<file path="src/rtl/fc_engine_rr_scheduler.sv">
// fc_engine_rr_scheduler
// Time-shares one fully-connected layer engine among K requester streams.
// One requester owns the engine for a whole transaction: N input words are
// forwarded to the engine, then M result words are returned tagged with the
// owner's index. Ownership rotates round-robin between transactions.
//
// Handshake: every stream (req_*, eng_in_*, eng_out_*, resp_*) moves one beat
// on a rising clk edge where valid && ready are both high. valid never depends
// on ready. The datapath is purely combinational in both directions: zero
// latency and no buffering, so the engine sees the requester's handshake
// directly and the downstream sees the engine's output handshake directly.
module fc_engine_rr_scheduler #(
    parameter  int M   = 8,
    parameter  int N   = 8,
    parameter  int T   = 16,
    parameter  int K   = 4,
    localparam int IDW = (K > 1) ? $clog2(K) : 1
) (
    input  logic           clk,
    input  logic           reset,
    input  logic [K-1:0]   req_valid,
    input  logic [K*T-1:0] req_data,
    output logic [K-1:0]   req_ready,
    output logic           eng_in_valid,
    input  logic           eng_in_ready,
    output logic [T-1:0]   eng_in_data,
    input  logic           eng_out_valid,
    output logic           eng_out_ready,
    input  logic [T-1:0]   eng_out_data,
    output logic           resp_valid,
    input  logic           resp_ready,
    output logic [T-1:0]   resp_data,
    output logic [IDW-1:0] resp_id,
    output logic           busy,
    output logic           protocol_err
);

    localparam int NCW = (N > 1) ? $clog2(N) : 1;
    localparam int MCW = (M > 1) ? $clog2(M) : 1;

    typedef enum logic [1:0] {
        S_IDLE    = 2'd0,
        S_FEED    = 2'd1,
        S_COLLECT = 2'd2
    } state_t;

    state_t         state;
    logic [IDW-1:0] grant;
    logic [IDW-1:0] last_grant;
    logic [NCW-1:0] in_cnt;
    logic [MCW-1:0] out_cnt;

    logic [IDW-1:0] pick;
    logic           found;
    logic           in_fire;
    logic           out_fire;

    // Round-robin search starting just after the previous owner.
    always_comb begin
        pick  = '0;
        found = 1'b0;
        for (int j = 1; j <= K; j++) begin
            if (!found && req_valid[(int'(last_grant) + j) % K]) begin
                found = 1'b1;
                pick  = IDW'((int'(last_grant) + j) % K);
            end
        end
    end

    // Steer the owner's stream to the engine, or the engine's results out.
    always_comb begin
        req_ready     = '0;
        eng_in_valid  = 1'b0;
        eng_in_data   = '0;
        eng_out_ready = 1'b0;
        resp_valid    = 1'b0;
        resp_data     = '0;
        case (state)
            S_FEED: begin
                eng_in_valid     = req_valid[grant];
                eng_in_data      = req_data[int'(grant)*T +: T];
                req_ready[grant] = eng_in_ready;
            end
            S_COLLECT: begin
                resp_valid    = eng_out_valid;
                resp_data     = eng_out_data;
                eng_out_ready = resp_ready;
            end
            default: ;
        endcase
    end

    assign in_fire  = eng_in_valid && eng_in_ready;
    assign out_fire = resp_valid && resp_ready;
    assign resp_id  = grant;
    assign busy     = (state != S_IDLE);

    // Transaction sequencing, beat counting and sticky error capture.
    always_ff @(posedge clk) begin
        if (reset) begin
            state        <= S_IDLE;
            grant        <= '0;
            last_grant   <= IDW'(K - 1);
            in_cnt       <= '0;
            out_cnt      <= '0;
            protocol_err <= 1'b0;
        end else begin
            // The engine must only speak while results are being collected.
            if (state != S_COLLECT && eng_out_valid) begin
                protocol_err <= 1'b1;
            end
            case (state)
                S_IDLE: begin
                    if (found) begin
                        grant <= pick;
                        state <= S_FEED;
                    end
                end
                S_FEED: begin
                    if (in_fire) begin
                        if (in_cnt == NCW'(N - 1)) begin
                            in_cnt <= '0;
                            state  <= S_COLLECT;
                        end else begin
                            in_cnt <= in_cnt + 1'b1;
                        end
                    end
                end
                S_COLLECT: begin
                    if (out_fire) begin
                        if (out_cnt == MCW'(M - 1)) begin
                            out_cnt    <= '0;
                            last_grant <= grant;
                            state      <= S_IDLE;
                        end else begin
                            out_cnt <= out_cnt + 1'b1;
                        end
                    end
                end
                default: state <= S_IDLE;
            endcase
        end
    end

endmodule
</file>
<file path="config.mk">
export PLATFORM = sky130hd
export DESIGN_NAME = fc_engine_rr_scheduler
export DESIGN_NICKNAME = d
export VERILOG_FILES = /design/src/rtl/fc_engine_rr_scheduler.sv
export SDC_FILE = /design/constraint.sdc
export NUM_CORES = 1
export LEC_CHECK = 0
export ABC_AREA = 1
export CORE_ASPECT_RATIO = 2
export CORE_MARGIN = 3
export CORE_UTILIZATION = 33
export CTS_CLUSTER_DIAMETER = 50
export CTS_CLUSTER_SIZE = 40
export DETAILED_ROUTE_END_ITERATION = 8
export GPL_TIMING_DRIVEN = 0
export HOLD_SLACK_MARGIN = 0.06
export PLACE_DENSITY = 0.86
export SETUP_SLACK_MARGIN = 0.5
export SLEW_MARGIN = 10
export SYNTH_ARGS = -nofsm -noshare
export SYNTH_HDL_FRONTEND = slang
export SYNTH_SLANG_ARGS = --single-unit
</file>
<file path="constraint.sdc">
create_clock -name clk -period 2.64 [get_ports clk]
set_input_delay 0.396 -clock clk [delete_from_list [all_inputs] [get_ports clk]]
set_output_delay 0.396 -clock clk [all_outputs]
set_load 0.005 [all_outputs]
</file>
=== Word level (Yosys, flattened, before mapping) ===
Cells that the tools add are included.

* Register bits: 13
* Input port bits: 89
* Output and inout port bits: 43
* Word-level logic and storage cells: 93

* Add/sub/neg operators: 6
* Order comparisons: 6
* Eq/ne operators: 10
* Shift operators: 1
* Muxes and demuxes: 38
* Bitwise gates (word level): 5
* Reduce and logical (&&, ||, !) cells: 21

{| class="wikitable"
|+ Operator list
! kind !! number
|-
| $shiftx A64 B7 Y16 || 1
|-
| $mux W16 || 2
|-
| $mux W2 || 9
|-
| $mux W1 || 17
|-
| $lt A3 B4 Y1 const B || 4
|-
| $ne A2 B2 Y1 const B || 6
|-
| $bmux W1 S2 || 5
|-
| $reduce_or A2 Y1 || 4
|-
| $logic_and A1 B1 Y1 || 7
|-
| $add A3 B1 Y3 const B || 2
|-
| $eq A3 B3 Y1 const B || 2
|-
| $mux W3 || 2
|-
| $pmux W2 S3 || 1
|-
| $reduce_and A2 Y1 || 3
|-
| $reduce_and A5 Y1 || 1
|-
| $add A2 B1 Y2 const B || 2
|-
| $add A2 B2 Y2 const B || 2
|-
| $and A1 B1 Y1 const A || 4
|-
| $and A4 B4 Y4 || 1
|-
| $mux W4 || 1
|-
| $logic_not A1 Y1 || 3
|-
| $lt A2 B3 Y1 const B || 1
|-
| $reduce_and A3 Y1 || 1
|-
| $demux W1 S2 || 1
|-
| 5 further kinds || 5
|}

=== Longest topological paths before layout ===
* Depth after elaboration: 18
* Gate-level depth with buffers: 12
* Gate-level depth less buffers: 11

=== Worst setup path before layout ===
OpenSTA, ideal clock, no wires.

* Path kind: flip-flop to output port
* Start: register grant[1], in the netlist resp_id[1]
* End: output port eng_in_data[0]
* Data arrival time: 1.142 ns
* Data required time: 2.244 ns
* Path slack: 1.102 ns
* Cell stages (with the launch flop): 6
* Buffers on the path: 2
* Path through: dfxtp_1 > buf_6 > nor2_2 > buf_2 > a22oi_1 > a21oi_1

* Cells in the longest elaborated chain, start to end: 2

{| class="wikitable"
|+ Ends and longest elaborated chain
! element !! line !! RTL
|-
| from (decl) || 48 || <nowiki>logic [IDW-1:0] grant;</nowiki>
|-
| from (signal assigned) || 115 || <nowiki>grant <= pick;</nowiki>
|-
| $shiftx A64 B7 Y16 || 81 || <nowiki>eng_in_data = req_data[int'(grant)*T +: T];</nowiki>
|-
| $mux W16 || 78 || <nowiki>case (state)</nowiki>
|-
| to (decl) || 26 || <nowiki>output logic [T-1:0] eng_in_data,</nowiki>
|}

Every way passes these cells.

=== Worst setup path after layout ===
* Start: register state[0]
* End: output port req_ready[3]

* Cells in the longest elaborated chain, start to end: 2

{| class="wikitable"
|+ Ends and longest elaborated chain
! element !! line !! RTL
|-
| from (decl) || 47 || <nowiki>state_t state;</nowiki>
|-
| from (signal assigned) || 101 || <nowiki>state <= S_IDLE;</nowiki>
|-
| from (signal assigned) || 116 || <nowiki>state <= S_FEED;</nowiki>
|-
| from (signal assigned) || 123 || <nowiki>state <= S_COLLECT;</nowiki>
|-
| $eq A2 B1 Y1 || 78 ||
|-
| $mux W4 || 78 ||
|-
| to (decl) || 23 || <nowiki>output logic [K-1:0] req_ready,</nowiki>
|}

Every way passes these cells.

==> flow_summary_export.csv <==
group,metric,value,unit
global_route,grt_first_pass_wirelength,9910,µm
pwr,p_leak,1.47,nW
synth,ys.flop_type,"dfxtp_1",
clock_tree,clock_path_buffers,2,
synth,yosys_warnings,0,
clock_tree,numCtsBuffers,3,
clock_tree,cts_tree,"yes",
timing,finalHoldViolations,0,
synth,synth_nets,330,
placement,place_inst,419,
layout,diodes,0,
run_status,status,"finished, final reports clean",
synth,synth_top_cell_area_share,0.183,
layout,area_growth_syn_to_layout,112,%
synth,synth_largest_area_cell,"dfxtp_1",
drt,viasPerCell,5.00,
critical_path,worst_ep_arrival_time,1740,ps
floorplanning,die_h,98.9,µm
synth,seq_area_frac_synth,0.183,
timing,grt_setup_unrepaired,"true",
global_route,grt_start_max_net_pins,11,
timing,finClkSkew,0.460,ps
critical_path,worstReg2RegEnd,"resp_id[0]",
clock_tree,clock-sinks,13,
critical_path,crit_start,"state[0]",
drt,drtPass1Iterations,4,
placement,hpwl,5160,µm
timing,finalSetupViolCount,0,
timing,finalCriticalPeriod,2140,ps
synth,syn_area_per_cell,6.01,µm²
global_route,grt_pass1_vias,2183,
layout,num-fill-cells,332,
synth,synthTopCellsByCount,"nand2_1, inv_1, a22oi_1, nor2_1, a21oi_1",
drt,drc_errors,0,
clock_tree,htreeDepth,1,
layout,multiInputGateArea,975,µm²
drt,wirelength,6720,µm
clock_tree,clockRootBuffer,"clkbuf_8",
clock_tree,clk_pin_slew_worst_paths,50,ps
critical_path,end_kind,"output port",
placement,port_buffers,130,
timing,worst_pin_slew,457,ps
hold_path,hold_class,"reg2reg",
critical_path,ff2ff_path_depth,11,
global_route,track_usage,0.248,
critical_path,r2r_setup_slack,1170,ps
critical_path,crit-reg2reg-launch,"last_grant[0]",
layout,fin_nets,479,
drt,drt-initial-drc-count,25,
floorplanning,die_area,0.00519,mm²
floorplanning,dieWidth,52.5,µm
floorplanning,row_count,33,
drt,dr_total_vias,2187,
global_route,gr-total-overflow,0,
timing,setup_tns,0,ps
critical_path,crit_end,"req_ready[3]",
layout,fin_util,0.730,
critical_path,required,2240,ps
drt,wl_per_cell,15.4,µm
timing,fmax,0.467,GHz
pwr,power_density,251,mW/mm²
placement,gp_congestion,0.899,
clock_tree,clk_latency,240,ps
layout,final_layout_size_suffix_gt1_frac,0.158,
pwr,ir_drop,0.000402,V
layout,fin_cells,437,
synth,synth.area.top_cells,"dfxtp_1, a22oi_1, nand2_1",
floorplanning,core_area,0.00413,mm²
synth,ys_ff_latch,13,
synth,ys_async_sr_fraction,0,
drt,ant_nets,0,
timing,slew_headroom,0.695,
synth,yosysUniqueCellTypes,28,
timing,slew_viol_final,0,
global_route,antenna_found_initial,0,
synth,syn_area,0.00143,mm²
layout,regArea,265,µm²
timing,finalCritPeriodShare,0.811,
job,maxCapViolCount,0,
synth,syn_inst,237,
critical_path,path_max_fanout,8,
floorplanning,io-pin-count,132,
synth,synth-edff-count,0,
critical_path,worstSetupPathType,"reg2out",
floorplanning,initial_core_util,0.345,
synth,yosysMostFrequentCell,"nand2_1",
critical_path,cp-start-kind,"flop",
layout make-up:
type | instances | area share
well taps | 52 | 0.0216
flip-flops and latches | 13 | 0.0880
clock buffers | 4 | 0.0149
repair buffers | 144 | 0.465
plain buffers | 10 | 0.0311
inverters | 42 | 0.0556
multi-input cells | 172 | 0.323
cell usage in the layout, fill, tap and decap left out:
cell type,instances
dfxtp_2,1
a21oi_1,25
inv_2,5
inv_4,2
a211oi_1,1
inv_6,1
buf_6,6
dlygate4sd2_1,15
clkbuf_4,1
nand2_1,39
nor2_2,3
a21oi_2,2
nor3_1,2
dfxtp_1,11
nand2_2,12
a22oi_1,31
nor2_1,28
dlymetal6s2s_1,6
dfxtp_4,1
nand3_2,1
nand3_1,6
o21ai_0,6
clkbuf_1,2
nand4_1,2
clkbuf_8,3
nand4_2,1
o21ai_1,1
inv_1,34
buf_4,16
a22oi_2,1
nor2_4,5
o211a_1,1
clkdlybuf4s50_1,109
a21boi_0,1
ha_1,4
how the worst min path moves through the flow:
stage / startpoint / end / slack (ps) / cells past startpoint
finish: protocol_err / protocol_err / 460 / 2
global route: out_cnt[2] / out_cnt[2] / 510 / 2
CTS: protocol_err / protocol_err / 470 / 2
detailed placement: protocol_err / protocol_err / 460 / 2
global placement: protocol_err / protocol_err / 450 / 2
floorplan: out_cnt[1] / out_cnt[1] / 440 / 2
logic make-up after synthesis:
family          Yosys count  share of synthesized area
simple gates             99                      0.317
buf+inv                  52                      0.157
flops                    13                      0.183
compound gates           69                      0.308
fa+ha+maj                 4                     0.0351
layer usage:
| metal | global-route usage | vias up | part of all wire |
|---|---|---|---|
| met2 | 0.501 | 80 | 0.58 |
| met5 | 0 | - | 0 |
| li1 | - | 1083 | - |
| met4 | 0.122 | 0 | 0.041 |
| met1 | 0.204 | 1001 | 0.31 |
| met3 | 0.0484 | 23 | 0.070 |
sequential cells by signal, indices dropped and copies added (netlist names):
register / flops
in_cnt: 3
last_grant: 2
out_cnt: 3
protocol_err: 1
resp_id: 2
state: 2
power breakdown:
part           internal [W]  switching [W]
sequential         0.000204     0.00000626
clock              0.000107      0.0000710
combinational      0.000222       0.000145
repair_timing:
action	CTS	global route
pin swaps	3	2
setup buffers	10	4
gates resized for setup	32	16
setup endpoints to repair	31	21
gates cloned	0	0
hold buffers	0	0
critical path, stage by stage, from the launching register on:
cell,delay (ps)
dfxtp_1,370
inv_1,90
nor2_4,150
inv_4,90
nor2_4,110
inv_1,80
nor2_1,80
clkdlybuf4s50_1,530
stage by stage:
stage / hold WS (ps) / cell area (µm²) / setup slack, ps / power, W
after global routing: 511 / 3010 / 371 / 0.000799
after detailed placement: 455 / 2790 / 307 / 0.000561
final: 465 / 3010 / 500 / 0.000756
after CTS: 469 / 2940 / 409 / 0.000748
after floorplan: 445 / 1430 / 1100 / 0.000339
after global placement: 448 / 2790 / 336 / 0.000555
No activity file was read; power rests on OpenSTA's default activity.
